`config.mk`:
```
export PLATFORM = sky130hd
export DESIGN_NAME = fft_output_reader
export DESIGN_NICKNAME = d
export VERILOG_FILES = /design/src/rtl/fft_output_reader.sv
export SDC_FILE = /design/constraint.sdc
export NUM_CORES = 2
export LEC_CHECK = 0
export ABC_CLOCK_PERIOD_IN_PS = 12250
export CORE_MARGIN = 1.5
export CORE_UTILIZATION = 34
export CTS_CLUSTER_SIZE = 12
export DETAILED_ROUTE_END_ITERATION = 10
export GPL_ROUTABILITY_DRIVEN = 0
export HOLD_SLACK_MARGIN = 0.06
export PLACE_DENSITY = 0.46
export SLEW_MARGIN = 30
export SYNTH_ARGS = -nofsm -noshare
export SYNTH_HDL_FRONTEND = slang
export SYNTH_SLANG_ARGS = --single-unit
```
`constraint.sdc`:
```
create_clock -name clk -period 12.25 [get_ports clk]
set_clock_uncertainty 0.05 [all_clocks]
set_input_delay 1.225 -clock clk [delete_from_list [all_inputs] [get_ports clk]]
set_output_delay 1.225 -clock clk [all_outputs]
set_load 0.02 [all_outputs]
```
`src/rtl/fft_output_reader.sv`:
```
// fft_output_reader: captures 4-lane FFT last-stage beats into a bit-reversed
// buffer and streams the finished frame out in natural order over valid/ready.
// Ports:
//   clk, rst            - clock, synchronous active-high reset
//   in_valid, data_in0..3 - capture side; one 4-word beat per in_valid cycle
//   out_valid, out_ready, out_data, out_index, out_last - drain handshake
//   busy                - frame is draining; input beats are refused
//   frame_done          - one-cycle pulse after the final word's handshake
//   overflow, clr_err   - sticky "beat arrived while busy" flag and its clear
module fft_output_reader #(
    parameter int WORDSIZE   = 16,
    parameter int ADDRSIZE   = 8,
    parameter int NUMSAMPLES = 256
) (
    input  logic                clk,
    input  logic                rst,
    input  logic                in_valid,
    input  logic [WORDSIZE-1:0] data_in0,
    input  logic [WORDSIZE-1:0] data_in1,
    input  logic [WORDSIZE-1:0] data_in2,
    input  logic [WORDSIZE-1:0] data_in3,
    output logic                busy,
    output logic                out_valid,
    input  logic                out_ready,
    output logic [WORDSIZE-1:0] out_data,
    output logic [ADDRSIZE-1:0] out_index,
    output logic                out_last,
    output logic                frame_done,
    output logic                overflow,
    input  logic                clr_err
);

    typedef enum logic [1:0] {
        S_IDLE,
        S_FILL,
        S_DRAIN
    } state_t;

    state_t              r_state;
    state_t              w_next;
    logic [ADDRSIZE-3:0] r_beat;
    logic [ADDRSIZE-1:0] r_rd;
    logic                r_prime;
    logic [WORDSIZE-1:0] r_mem [NUMSAMPLES];

    logic                w_cap;
    logic                w_hs;
    logic                w_done;
    logic [WORDSIZE-1:0] w_lane [4];

    function automatic logic [ADDRSIZE-1:0] f_bitrev(
        input logic [ADDRSIZE-1:0] n
    );
        logic [ADDRSIZE-1:0] r;
        for (int i = 0; i < ADDRSIZE; i++) begin
            r[ADDRSIZE-1-i] = n[i];
        end
        return r;
    endfunction

    assign w_lane[0] = data_in0;
    assign w_lane[1] = data_in1;
    assign w_lane[2] = data_in2;
    assign w_lane[3] = data_in3;

    // Beats are only taken outside DRAIN; a beat during DRAIN is an overflow.
    assign busy   = (r_state == S_DRAIN);
    assign w_cap  = in_valid && !busy;
    assign w_hs   = out_valid && out_ready;
    assign w_done = w_hs && out_last;

    always_ff @(posedge clk) begin
        if (rst) begin
            r_state <= S_IDLE;
        end else begin
            r_state <= w_next;
        end
    end

    always_comb begin
        w_next = r_state;
        case (r_state)
            S_IDLE, S_FILL: begin
                if (w_cap) begin
                    w_next = (r_beat == '1) ? S_DRAIN : S_FILL;
                end
            end
            S_DRAIN: begin
                if (w_done) begin
                    w_next = S_IDLE;
                end
            end
            default: w_next = S_IDLE;
        endcase
    end

    // Lane j of beat k is sample n = 4k+j; it lands at bitrev(n) so that
    // a linear read of the buffer yields natural order.
    always_ff @(posedge clk) begin
        if (w_cap) begin
            for (int j = 0; j < 4; j++) begin
                r_mem[f_bitrev({r_beat, 2'(j)})] <= w_lane[j];
            end
        end
    end

    always_ff @(posedge clk) begin
        if (rst) begin
            r_beat     <= '0;
            r_rd       <= '0;
            r_prime    <= 1'b0;
            out_valid  <= 1'b0;
            out_last   <= 1'b0;
            out_data   <= '0;
            out_index  <= '0;
            frame_done <= 1'b0;
            overflow   <= 1'b0;
        end else begin
            frame_done <= w_done;

            // A new overflow event beats a simultaneous clear.
            if (in_valid && busy) begin
                overflow <= 1'b1;
            end else if (clr_err) begin
                overflow <= 1'b0;
            end

            // Counter wraps to 0 on the final beat, ready for the next frame.
            if (w_cap) begin
                r_beat <= r_beat + 1'b1;
            end

            if (busy) begin
                if (w_done) begin
                    out_valid <= 1'b0;
                    out_last  <= 1'b0;
                    r_prime   <= 1'b0;
                    r_rd      <= '0;
                end else if (w_hs || (r_prime && !out_valid)) begin
                    // Load next word: first one after the settle cycle,
                    // then one per accepted handshake.
                    out_valid <= 1'b1;
                    out_data  <= r_mem[r_rd];
                    out_index <= r_rd;
                    out_last  <= (r_rd == '1);
                    r_rd      <= r_rd + 1'b1;
                end else begin
                    // First DRAIN cycle is a settle cycle, putting the
                    // first word two edges after the final capture.
                    r_prime <= 1'b1;
                end
            end
        end
    end

endmodule

```
==> results.md <==
- Seq pwr share: between 50% and 60%
- CP Data Required Time: around 13000 ps
- Clock network fraction of design power: between 40% and 50%
- CTS Root Buffer Type: clkbuf_16
- Routed WL per cell: about 36 um
- Bufs on Longest Clock Path: 4
- Critical path class: reg2reg
- Initial DRT Pass Iterations: 5
- Final setup fails: 0
- RSZ-0062 raised after global routing: no
- Post-synth EDFFs: a little over 4000
- Grt ovf: 0
- # rows: 250
- Register area share after synthesis: between 70% and 80%
- Port bufs: 97
- CP Capture Type: register
- Most numerous cell in the Yosys netlist: edfxtp_1
- Worst path bufs/invs: 4
- Routed vias: 77419
- Status: finished clean
- GRT Total Usage: roughly a fifth
- H-Tree Depth: 5
- HPWL Detailed: 281000 um
- # Max-Cap Violations: 0
- Dominant synthesized flop cell: edfxtp_1
- DRC viols: 0
- Starting DRT DRC Count: 8902
- Number of antenna violations at the first check in global routing: 51
- Period utilization: between 40% and 50%
- CTS sink cnt: between 4000 and 5000
- GRT met3 Usage: approximately 3.2%
- Clock slew at reported path FFs: 60 ps
- Crit-path slowest cell: buf_4
- CTS-repair resized insts: 0
- Crit path top cell by count: buf_4
- Number of vias per cell: approximately 5.5
- Fraction of registers with async set/reset: 0%
- Worst skew pair latency: 1000 ps
- Top-area cell type share of the netlist area: 77.6%
- Post-layout nets: approximately 7600
- First-pass GRT wire length: ~680000 um
- Largest net degree at the start of global routing: roughly 120
- P_int: approximately 23 mW
- Top cell family by delay on the critical path: buffers and inverters
- Mapped Avg Cell Area: 22.5 um^2
- Core ar.: 464000 um^2
- Post-CTS Hold Buffers: 0
- Chip Height: roughly 690 um
- Fmax: 172 MHz
- DRT Wirelength: about 500000 um
- Setup bufs post-CTS: 0
- Critical Path Start Type: register
- CTS tree: built
- Synth warn: 0
- Top cells by instance count after synthesis: edfxtp_1 (4096), mux4_2 (939), mux2i_1 (282)
- Combinational share of power: approximately 1.5%
- Delay of the slowest critical-path stage: 740 ps
- Fin util: 39.3%
- Unique masters post-synth: 64
- Tightest Hold Check Type: reg2reg
- NetSw: roughly 6 mW
- Synth Register Bits: between 4000 and 5000
- Number of max-slew violations in the final report: 0
- Syn Inst Count: 7042
- Critical Path AT: approximately 6600 ps
- Synthesized cell area: 159000 um^2
- Leak: between 50 and 60 nW
- Die ar.: between 400000 and 500000 um^2
- GR Util met2: roughly a third
- Area Overhead vs Synth: 14.9%
- Synth top area cells: edfxtp_1 (78%), mux4_2 (13%), mux2i_1 (1.8%), mux2_2 (1.1%), dfxtp_1 (0.57%)
- P per Cell Area: roughly 160 nW/um^2
- Final Hold Fails: 0
- Syn Nets: between 7000 and 8000
- Vias in the first global route: between 70000 and 80000
- CP max FO: 64
- Worst slew pin tran: roughly 1100 ps
- Met1 Resource Use GR: ~29%
- Min Tclk post-route: 5810 ps
- Final TNS setup: 0 ps
- Crit-path cells: buf_12 > buf_4 > buf_4 > mux4_2 > a22oi_1 > nand2_1 > nor4_1 > buf_4 > o21ai_0 > a41o_1
- Worst ir drop on vdd: roughly 0.12 mV
- Sw Ratio: approximately a fifth
- Top Ports: 98
- Initial Util: around a third
- Max-slew headroom: between 20 and 30%
- Leading area contributor after synthesis: edfxtp_1
- Layout cell share with drive strength beyond 1: 27.5%
- GRT Max-Usage Layer: met2
- Post-DRT Antenna Nets: 0
- Num CTS Buffers: roughly 450
- Die width: around 690 um
==> per-layer routing <==
| metal | vias up | wire [um] |
|---|---|---|
| li1 | 31020 | - |
| met1 | 43095 | 213000 |
| met2 | 2693 | 243000 |
| met3 | 601 | 29500 |
| met4 | 10 | 14800 |
| met5 | - | 66 |
==> sequential cells by signal, summed over array words and instances, names as in the netlist <==
name / count
r_mem: 4096
out_data: 16
out_index: 8
r_rd: 8
r_beat: 6
r_state: 2
frame_done: 1
out_last: 1
out_valid: 1
overflow: 1
r_prime: 1
==> cells in the final DEF, fill, tap and decap left out, drive strengths merged, types with 14 or more instances in the layout <==
master         netlist  routed
a211oi              44      44
a21oi               95      95
a221o               29      29
a221oi              44      44
a22o                30      30
a22oi               91      91
buf                266     367
bufinv               0      22
clkbuf             141     578
clkdlybuf4s50        0      33
clkinv               0     204
dfxtp               45      45
edfxtp            4096    4096
inv                  5      18
mux2               151     151
mux2i              282     282
mux4               939     939
nand2              129     129
nand2b              14      14
nand3               39      39
nor2               150     150
nor2b               25      25
nor4                32      32
o211ai              25      25
o21ai               89      89
o22ai              144     144
==> path summary, 6_finish.rpt <==
check / from / endpoint / slack [ps] / cells past startpoint
max: r_rd[0] / out_data[1] / 6440 / 10
min: out_index[5] / out_index[5] / 410 / 2
max reg2reg: r_rd[0] / out_data[1] / 6440 / 10
min reg2reg: out_index[5] / out_index[5] / 410 / 2
==> logic make-up (layout without fill, tap and decap cells) <==
| family | after synthesis | in the layout | synth area share [%] |
|---|---|---|---|
| AOI/OAI and AO/OA | 668 | 668 | 2.91 |
| xor gates and xnor gates | 4 | 4 | 0.0221 |
| adders and majority gates | 5 | 5 | 0.0395 |
| buffers and inverters | 412 | 1225 | 1.38 |
| DFF | 4141 | 4141 | 78.2 |
| muxes | 1372 | 1372 | 16.2 |
| other | 0 | 10 | 0 |
| and+or+nand+nor | 440 | 440 | 1.29 |
==> worst reg2reg max path, stage by stage (launching register included) <==
cell and delay (ps):
dfxtp_4 650, buf_12 600, buf_4 840, buf_4 710, mux4_2 690, a22oi_1 530
nand2_1 120, nor4_1 640, buf_4 280, o21ai_0 260, a41o_1 330
==> stage by stage <==
step                      power (mW)  std cells  area, um^2  hold WS (ps)  setup WS [ps]
after global placement          16.3      13181      168000           395           6030
after detailed placement        16.4      13205      168000           406           6520
after global routing            29.7      14031      182000           429           6420
final                           28.9      14039      182000           412           6440
after floorplan                 16.0       7042      159000           365           6950
after CTS                       29.2      14025      182000           412           6500
==> power by group through the flow <==
stage | Combinational [mW] | Sequential, mW | Clock [mW]
floorplan | 0.0946 | 15.9 | 0
global placement | 0.409 | 15.9 | 0
detailed placement | 0.433 | 15.9 | 0
CTS | 0.433 | 15.6 | 13.1
global route | 0.455 | 15.6 | 13.6
finish | 0.424 | 15.6 | 12.8
==> area by class of cell <==
| type | instances | area, um^2 |
|---|---|---|
| Timing Repair Buffer | 400 | 3620 |
| Inverter | 5 | 28.8 |
| Clock inverter | 242 | 1890 |
| Sequential cell | 4141 | 124000 |
| Antenna cell | 10 | 25.0 |
| Multi-Input combinational cell | 2489 | 33100 |
| Fill cell | 41121 | 282000 |
| Clock buffer | 578 | 11900 |
| Tap cell | 6174 | 7720 |
(Power assumes the default switching activity.)
